$ cat src/rtl/systolic_ctrl_if.sv
// Launcher, operand-buffer and PE-array edge signals of the systolic array job sequencer.
// master = controller side, slave = launcher/memories/array side.
interface systolic_ctrl_if #(
    parameter int DATA_BIT = 8,
    parameter int N        = 4,
    parameter int K_MAX    = 16,
    parameter int AW       = 4
) ();
    localparam int KW = $clog2(K_MAX + 1);

    logic                  start;
    logic [KW-1:0]         k_len;
    logic                  abort;
    logic                  busy;
    logic                  done;
    logic                  err;
    logic                  a_rd_en;
    logic [AW-1:0]         a_rd_addr;
    logic [N*DATA_BIT-1:0] a_rd_data;
    logic                  b_rd_en;
    logic [AW-1:0]         b_rd_addr;
    logic [N*DATA_BIT-1:0] b_rd_data;
    logic [N*DATA_BIT-1:0] array_west;
    logic [N*DATA_BIT-1:0] array_north;
    logic                  array_clr;

    modport master (
        input  start, k_len, abort, a_rd_data, b_rd_data,
        output busy, done, err, a_rd_en, a_rd_addr, b_rd_en, b_rd_addr,
               array_west, array_north, array_clr
    );

    modport slave (
        output start, k_len, abort, a_rd_data, b_rd_data,
        input  busy, done, err, a_rd_en, a_rd_addr, b_rd_en, b_rd_addr,
               array_west, array_north, array_clr
    );
endinterface

$ cat src/rtl/systolic_ctrl.sv
// Job sequencer for an N x N output-stationary systolic array: clear, feed skewed operands, flush, done.
// Optional SYSTOLIC_CTRL_PERF_EN adds busy-cycle and completed-job counters.
module systolic_ctrl #(
    parameter int DATA_BIT = 8,
    parameter int N        = 4,
    parameter int K_MAX    = 16,
    parameter int AW       = 4
) (
    input  logic            clk,
    input  logic            rst,
    systolic_ctrl_if.master bus
`ifdef SYSTOLIC_CTRL_PERF_EN
    ,
    output logic [31:0]     perf_busy_cycles,
    output logic [15:0]     perf_jobs
`endif
);
    localparam int KW        = $clog2(K_MAX + 1);
    localparam int FLUSH_LEN = 2 * N + 3;
    localparam int CW        = $clog2(FLUSH_LEN + 1);

    typedef enum logic [2:0] {IDLE, CLEAR, FEED, FLUSH, DONE} state_t;

    state_t              state_q, state_d;
    logic [KW-1:0]       klen_q, klen_d;
    logic [AW:0]         k_q, k_d;
    logic [CW-1:0]       fl_q, fl_d;
    logic                clr_q, clr_d;
    logic                err_q, err_d;
    logic                vld_q, vld_d;
    logic                rd_en;
    logic                abort_hit;
    logic [DATA_BIT-1:0] w_q [N][N];
    logic [DATA_BIT-1:0] w_d [N][N];
    logic [DATA_BIT-1:0] n_q [N][N];
    logic [DATA_BIT-1:0] n_d [N][N];

    always_comb begin
        state_d   = state_q;
        klen_d    = klen_q;
        k_d       = k_q;
        fl_d      = fl_q;
        clr_d     = 1'b0;
        err_d     = 1'b0;
        rd_en     = 1'b0;
        abort_hit = 1'b0;
        unique case (state_q)
            IDLE: begin
                if (bus.start) begin
                    if (bus.k_len != '0 && 32'(bus.k_len) <= K_MAX) begin
                        state_d = CLEAR;
                        klen_d  = bus.k_len;
                        k_d     = '0;
                        clr_d   = 1'b1;
                    end else begin
                        err_d = 1'b1;
                    end
                end
            end
            CLEAR: begin
                state_d = FEED;
                fl_d    = '0;
            end
            FEED: begin
                rd_en = 1'b1;
                // Address holds at k_len-1 once the last word is requested.
                if (32'(k_q) + 32'd1 == 32'(klen_q)) begin
                    state_d = FLUSH;
                end else begin
                    k_d = k_q + 1'b1;
                end
            end
            FLUSH: begin
                if (fl_q == CW'(FLUSH_LEN - 1)) begin
                    state_d = DONE;
                end else begin
                    fl_d = fl_q + 1'b1;
                end
            end
            DONE:    state_d = IDLE;
            default: state_d = IDLE;
        endcase
        if (bus.abort && (state_q == CLEAR || state_q == FEED || state_q == FLUSH)) begin
            abort_hit = 1'b1;
            state_d   = IDLE;
            clr_d     = 1'b1;
            rd_en     = 1'b0;
        end
    end

    // Lane i uses stages 0..i; unused stages stay zero. Abort wipes in-flight operands.
    always_comb begin
        vld_d = rd_en;
        for (int i = 0; i < N; i++) begin
            w_d[i][0] = '0;
            n_d[i][0] = '0;
            if (!abort_hit && vld_q) begin
                w_d[i][0] = bus.a_rd_data[i*DATA_BIT +: DATA_BIT];
                n_d[i][0] = bus.b_rd_data[i*DATA_BIT +: DATA_BIT];
            end
            for (int s = 1; s < N; s++) begin
                w_d[i][s] = '0;
                n_d[i][s] = '0;
                if (!abort_hit && s <= i) begin
                    w_d[i][s] = w_q[i][s-1];
                    n_d[i][s] = n_q[i][s-1];
                end
            end
        end
    end

    always_ff @(posedge clk or posedge rst) begin
        if (rst) begin
            state_q <= IDLE;
            klen_q  <= '0;
            k_q     <= '0;
            fl_q    <= '0;
            clr_q   <= 1'b0;
            err_q   <= 1'b0;
            vld_q   <= 1'b0;
            for (int i = 0; i < N; i++) begin
                for (int s = 0; s < N; s++) begin
                    w_q[i][s] <= '0;
                    n_q[i][s] <= '0;
                end
            end
        end else begin
            state_q <= state_d;
            klen_q  <= klen_d;
            k_q     <= k_d;
            fl_q    <= fl_d;
            clr_q   <= clr_d;
            err_q   <= err_d;
            vld_q   <= vld_d;
            for (int i = 0; i < N; i++) begin
                for (int s = 0; s < N; s++) begin
                    w_q[i][s] <= w_d[i][s];
                    n_q[i][s] <= n_d[i][s];
                end
            end
        end
    end

    always_comb begin
        bus.array_west  = '0;
        bus.array_north = '0;
        for (int i = 0; i < N; i++) begin
            bus.array_west[i*DATA_BIT +: DATA_BIT]  = w_q[i][i];
            bus.array_north[i*DATA_BIT +: DATA_BIT] = n_q[i][i];
        end
    end

    assign bus.busy      = (state_q != IDLE);
    assign bus.done      = (state_q == DONE);
    assign bus.err       = err_q;
    assign bus.a_rd_en   = rd_en;
    assign bus.b_rd_en   = rd_en;
    assign bus.a_rd_addr = k_q[AW-1:0];
    assign bus.b_rd_addr = k_q[AW-1:0];
    assign bus.array_clr = rst | clr_q;

`ifdef SYSTOLIC_CTRL_PERF_EN
    logic [31:0] pbusy_q, pbusy_d;
    logic [15:0] pjobs_q, pjobs_d;

    always_comb begin
        pbusy_d = pbusy_q;
        pjobs_d = pjobs_q;
        if (bus.busy && pbusy_q != '1) pbusy_d = pbusy_q + 1'b1;
        if (bus.done)                  pjobs_d = pjobs_q + 1'b1;
    end

    always_ff @(posedge clk or posedge rst) begin
        if (rst) begin
            pbusy_q <= '0;
            pjobs_q <= '0;
        end else begin
            pbusy_q <= pbusy_d;
            pjobs_q <= pjobs_d;
        end
    end

    assign perf_busy_cycles = pbusy_q;
    assign perf_jobs        = pjobs_q;
`endif
endmodule

$ cat src/flat_wrapper.sv
// flat-port wrapper written by rule: the top's interface ports become plain ports
module systolic_ctrl_flat 
#(
    parameter int DATA_BIT = 8,
    parameter int N        = 4,
    parameter int K_MAX    = 16,
    parameter int AW       = 4
)
  (clk, rst, bus_start, bus_k_len, bus_abort, bus_a_rd_data, bus_b_rd_data, bus_busy, bus_done, bus_err, bus_a_rd_en, bus_a_rd_addr, bus_b_rd_en, bus_b_rd_addr, bus_array_west, bus_array_north, bus_array_clr);
  systolic_ctrl_if #(.DATA_BIT(DATA_BIT), .N(N), .K_MAX(K_MAX), .AW(AW)) bus_i ();
  input  logic clk;
  input  logic rst;
  input wire logic [$bits(bus_i.start)-1:0] bus_start;
  input wire logic [$bits(bus_i.k_len)-1:0] bus_k_len;
  input wire logic [$bits(bus_i.abort)-1:0] bus_abort;
  input wire logic [$bits(bus_i.a_rd_data)-1:0] bus_a_rd_data;
  input wire logic [$bits(bus_i.b_rd_data)-1:0] bus_b_rd_data;
  output wire logic [$bits(bus_i.busy)-1:0] bus_busy;
  output wire logic [$bits(bus_i.done)-1:0] bus_done;
  output wire logic [$bits(bus_i.err)-1:0] bus_err;
  output wire logic [$bits(bus_i.a_rd_en)-1:0] bus_a_rd_en;
  output wire logic [$bits(bus_i.a_rd_addr)-1:0] bus_a_rd_addr;
  output wire logic [$bits(bus_i.b_rd_en)-1:0] bus_b_rd_en;
  output wire logic [$bits(bus_i.b_rd_addr)-1:0] bus_b_rd_addr;
  output wire logic [$bits(bus_i.array_west)-1:0] bus_array_west;
  output wire logic [$bits(bus_i.array_north)-1:0] bus_array_north;
  output wire logic [$bits(bus_i.array_clr)-1:0] bus_array_clr;
  assign bus_i.start = bus_start;
  assign bus_i.k_len = bus_k_len;
  assign bus_i.abort = bus_abort;
  assign bus_i.a_rd_data = bus_a_rd_data;
  assign bus_i.b_rd_data = bus_b_rd_data;
  assign bus_busy = bus_i.busy;
  assign bus_done = bus_i.done;
  assign bus_err = bus_i.err;
  assign bus_a_rd_en = bus_i.a_rd_en;
  assign bus_a_rd_addr = bus_i.a_rd_addr;
  assign bus_b_rd_en = bus_i.b_rd_en;
  assign bus_b_rd_addr = bus_i.b_rd_addr;
  assign bus_array_west = bus_i.array_west;
  assign bus_array_north = bus_i.array_north;
  assign bus_array_clr = bus_i.array_clr;
  systolic_ctrl #(.DATA_BIT(DATA_BIT), .N(N), .K_MAX(K_MAX), .AW(AW)) u_core (.clk(clk), .rst(rst), .bus(bus_i));
endmodule
$ cat config.mk
export PLATFORM = sky130hd
export DESIGN_NAME = systolic_ctrl_flat
export DESIGN_NICKNAME = d
export VERILOG_FILES = /design/src/rtl/systolic_ctrl_if.sv /design/src/rtl/systolic_ctrl.sv /design/src/flat_wrapper.sv
export SDC_FILE = /design/constraint.sdc
export NUM_CORES = 1
export LEC_CHECK = 0
export ABC_AREA = 0
export CAP_MARGIN = 0
export CORE_AREA = 4 4 145 105
export CTS_CLUSTER_DIAMETER = 60
export CTS_CLUSTER_SIZE = 40
export DETAILED_ROUTE_END_ITERATION = 7
export DIE_AREA = 0 0 149 109
export PLACE_DENSITY = 0.77
export SYNTH_ARGS = -nofsm -noshare
export SYNTH_HDL_FRONTEND = slang
export SYNTH_SLANG_ARGS = --single-unit
$ cat constraint.sdc
create_clock -name clk -period 8.3 [get_ports clk]
set_input_delay 2.075 -clock clk [delete_from_list [all_inputs] [get_ports clk]]
set_output_delay 2.075 -clock clk [all_outputs]
set_load 0.01 [all_outputs]
==> metrics.md <==
| Metric | Value |
|---|---|
| Antenna Cells | `0` |
| Worst EP required | `6.23 ns` |
| Critical Path Sink Type | `output port` |
| Peak Freq | `0.183 GHz` |
| Root Buffer | `clkbuf_16` |
| Comb power frac | `0.135` |
| CTS tree | `done` |
| Max-cap viol count | `0` |
| DR vias/cell | `4.59` |
| Area of the die | `16200 sq um` |
| Worst path slowest cell | `clkdlybuf4s50_1` |
| Sw frac | `0.244` |
| Clk buf depth | `2` |
| Die width | `149 um` |
| Busiest layer in global routing | `met2` |
| Worst slew pin tran | `1.13 ns` |
| Most frequent CP cell | `clkdlybuf4s50_1` |
| Max Clock Skew | `0.00686 ns` |
| Post-Synth Simple-Gate Area | `0.188` |
| Mapped Nets | `601` |
| GRT Total Usage | `0.147` |
| I/O pins | `151` |
| Adder-Cell Fraction of Synth Area | `0.00550` |
| Peak fanout along the critical path | `2` |
| CP Launch Type | `input pin` |
| Synth warnings | `0` |
| RSZ-0062 raised after global routing | `false` |
| Pre-Repair DR Iteration Count | `4` |
| Final Cycle Share | `0.659` |
| Post-route core utilization | `0.616` |
| Reg2reg start | `u_core.state_q[1]` |
| WHS Endpoint | `u_core.bus.array_west[23]` |
| Fillers | `1072` |
| Area delta synth->final | `24.2%` |
| H-tree levels | `4` |
| Multi-input logic area | `1600 sq um` |
| Starting Density | `0.496` |
| Core ar. | `13800 sq um` |
| GP Congestion | `0.791` |
| Post-route ant nets | `0` |
| # port buffers | `150` |
| WHS | `0.442 ns` |
| Min-Delay Startpoint | `u_core.w_q[55]` |
| HP Class | `reg -> reg` |
| Met1 Usage GRT | `0.172` |
| Pleak | `4.26 nW` |
| Total internal power | `0.00156 W` |
| Met2 usage | `0.244` |
| Clock power share | `0.391` |
| Worst path max stage delay | `0.51 ns` |
| Largest family of logic cells by synthesized area | `simple AND/OR/NAND/NOR gates` |
| Synth Register Bits | `180` |
| WL final | `11.2 mm` |
| Clock latency on the worst-skew pair | `0.42 ns` |
| Post-synth EDFFs | `0` |
| Proportion of layout cells with a drive suffix above 1 | `0.0802` |
| Cell count after synthesis | `525` |
| R2r worst-path depth | `4` |
| Hold Fails Final Rpt | `0` |
| Initial antenna violation count | `0` |
| Status | `finished, final reports clean` |
| Sink Count | `180` |
| Max-slew violation count | `0` |
| Synth async-reset ratio | `1.00` |
| Compound-Gate Fraction of Synth Area | `0.0178` |
| Post CTS Setup Buffer Count | `0` |
| Syn avg cell area | `13.0 sq um` |
| Post_cts resized | `0` |
| Fin nets | `674` |
| Slew headroom | `0.244` |
| Minimum clock period | `5.47 ns` |
| DR vias | `3673` |
| Power density cells | `243 nW/um^2` |
| Post-DP HPWL | `7.38 mm` |
| Crit-path cells | `clkdlybuf4s50_1 -> or2_2 -> clkdlybuf4s50_1` |
| Worst Path Arrival | `3.40 ns` |
| Largest net degree at the start of global routing | `158` |
| Post-synth cell types | `41` |
| Dpl cell area | `7880 sq um` |
| CTS clk-pin slew, worst paths | `0.06 ns` |
| Height of the die | `109 um` |
| Synthesized area | `6830 sq um` |
| FF+latch area | `4500 sq um` |
| # DRC | `0` |
| Worst R2R End | `u_core.n_q[62]` |
| Net Sw Power | `0.000503 W` |
| Met3 Use GR | `0.0644` |
| Setup TNS | `0 ns` |
| Wire per inst | `14.0 um` |
| VDD IR max | `0.164 mV` |
| Post-CTS Hold Fix Bufs | `0` |
| Cell area after layout | `8490 sq um` |
| Iteration-0 DRC Markers | `198` |
| Sequential Power Share | `0.473` |
| Post-Synth XOR/XNOR Area | `0.0125` |
| CP Class | `in -> out` |
| CTS buffer count | `17` |
| Top_reg_cell synth | `dfrtp_1` |
| Setup Viol. Count Final | `0` |
| Setup slack, reg-to-reg | `6.19 ns` |
| Hold depth | `1` |
| Std cell rows | `36` |
| Grt ovf | `0` |
| First-pass GRT wire length | `18.5 mm` |
| Post-synthesis mux area share | `0.00989` |
| Sequential-to-total area share from yosys stat | `0.659` |
| Number of global-route vias before repair | `3799` |
[kinds of logic after synthesis]
kind of cell,count (synthesis)
adder cells (fa/ha/maj),3
AND/OR/NAND/NOR,211
flip-flops,180
XOR/XNOR,8
AO/OA/AOI/OAI,16
buffers and inverters,101
multiplexers,6
[state kept, by name, indices dropped and copies added, names as in the netlist]
name                    cells
u_core.k_q                  5
u_core.bus.array_west      32
u_core.klen_q               5
u_core.state_q              3
u_core.bus.array_north     32
u_core.w_q                 48
u_core.clr_q                1
u_core.n_q                 48
u_core.vld_q                1
u_core.bus.err              1
u_core.fl_q                 4
[synth_stat cells, types with 3 or more instances]
| cell | count | area, sq um |
|---|---|---|
| ha_1 | 3 | 37.5 |
| nand3_1 | 8 | 40.0 |
| mux2_2 | 6 | 67.6 |
| nand2b_1 | 5 | 31.3 |
| and3_1 | 65 | 407 |
| buf_6 | 10 | 113 |
| buf_4 | 74 | 556 |
| a21oi_1 | 3 | 15.0 |
| dfrtp_1 | 180 | 4500 |
| xnor2_1 | 5 | 43.8 |
| clkbuf_1 | 13 | 48.8 |
| nor2_1 | 5 | 18.8 |
| nand2_1 | 13 | 48.8 |
| and2_1 | 100 | 626 |
[metal layers]
layer,share of wire,vias up
met5,0,-
met4,0.012,0
met3,0.077,15
met2,0.50,109
met1,0.41,1786
li1,-,1763
[power by group through the flow]
| stage | combinational, W | sequential [W] | clock [W] |
|---|---|---|---|
| finish | 0.000279 | 0.000975 | 0.000806 |
| global route | 0.000307 | 0.000984 | 0.000869 |
| CTS | 0.000284 | 0.000976 | 0.000831 |
| detailed placement | 0.000283 | 0.000992 | 0 |
| global placement | 0.000274 | 0.000988 | 0 |
| floorplan | 0.000215 | 0.000978 | 0 |
[worst max-delay path: cells and delay by family]
kind | cells | cell delay [ns]
AND/OR/NAND/NOR | 1 | 0.33
buffers and inverters | 2 | 0.99
[stage by stage]
step           worst slack [ns]  power (W)  cells
2_1_floorplan              1.34    0.00119    525
3_3_place_gp               2.86    0.00126    769
3_5_place_dp               2.83    0.00127    769
4_1_cts                    2.83    0.00209    801
5_1_grt                    2.79    0.00216    801
6_report                   2.83    0.00206    801
[worst max path at each step]
stage                     startpoint                   endpoint  slack, ns
after floorplan                  rst  u_core.bus.array_north[0]       1.34
after global placement           rst              bus_array_clr       2.86
after detailed placement         rst              bus_array_clr       2.83
after CTS                        rst              bus_array_clr       2.83
after global routing             rst              bus_array_clr       2.79
final                            rst              bus_array_clr       2.83
[final cells by class]
| type | count | area share |
|---|---|---|
| clock buffer | 21 | 0.0554 |
| clock inverter | 11 | 0.0164 |
| inverter | 2 | 0.00177 |
| multi-input combinational | 244 | 0.188 |
| sequential | 180 | 0.531 |
| tap | 190 | 0.0280 |
| timing repair buffer | 153 | 0.180 |
[cells in the final DEF (no fill, tap or decap), types with 4 or more instances in the layout]
master | synthesis | routed
clkbuf_16 | 0 | 17
dfrtp_1 | 180 | 180
nand2_1 | 13 | 13
and2_1 | 100 | 100
clkdlybuf4s50_1 | 0 | 150
nor2_1 | 5 | 5
mux2_2 | 6 | 6
xnor2_1 | 5 | 5
nand2b_1 | 5 | 5
inv_6 | 0 | 4
and3_1 | 65 | 65
nand3_1 | 8 | 8
Note: power is estimated with default switching activity, not from simulation.
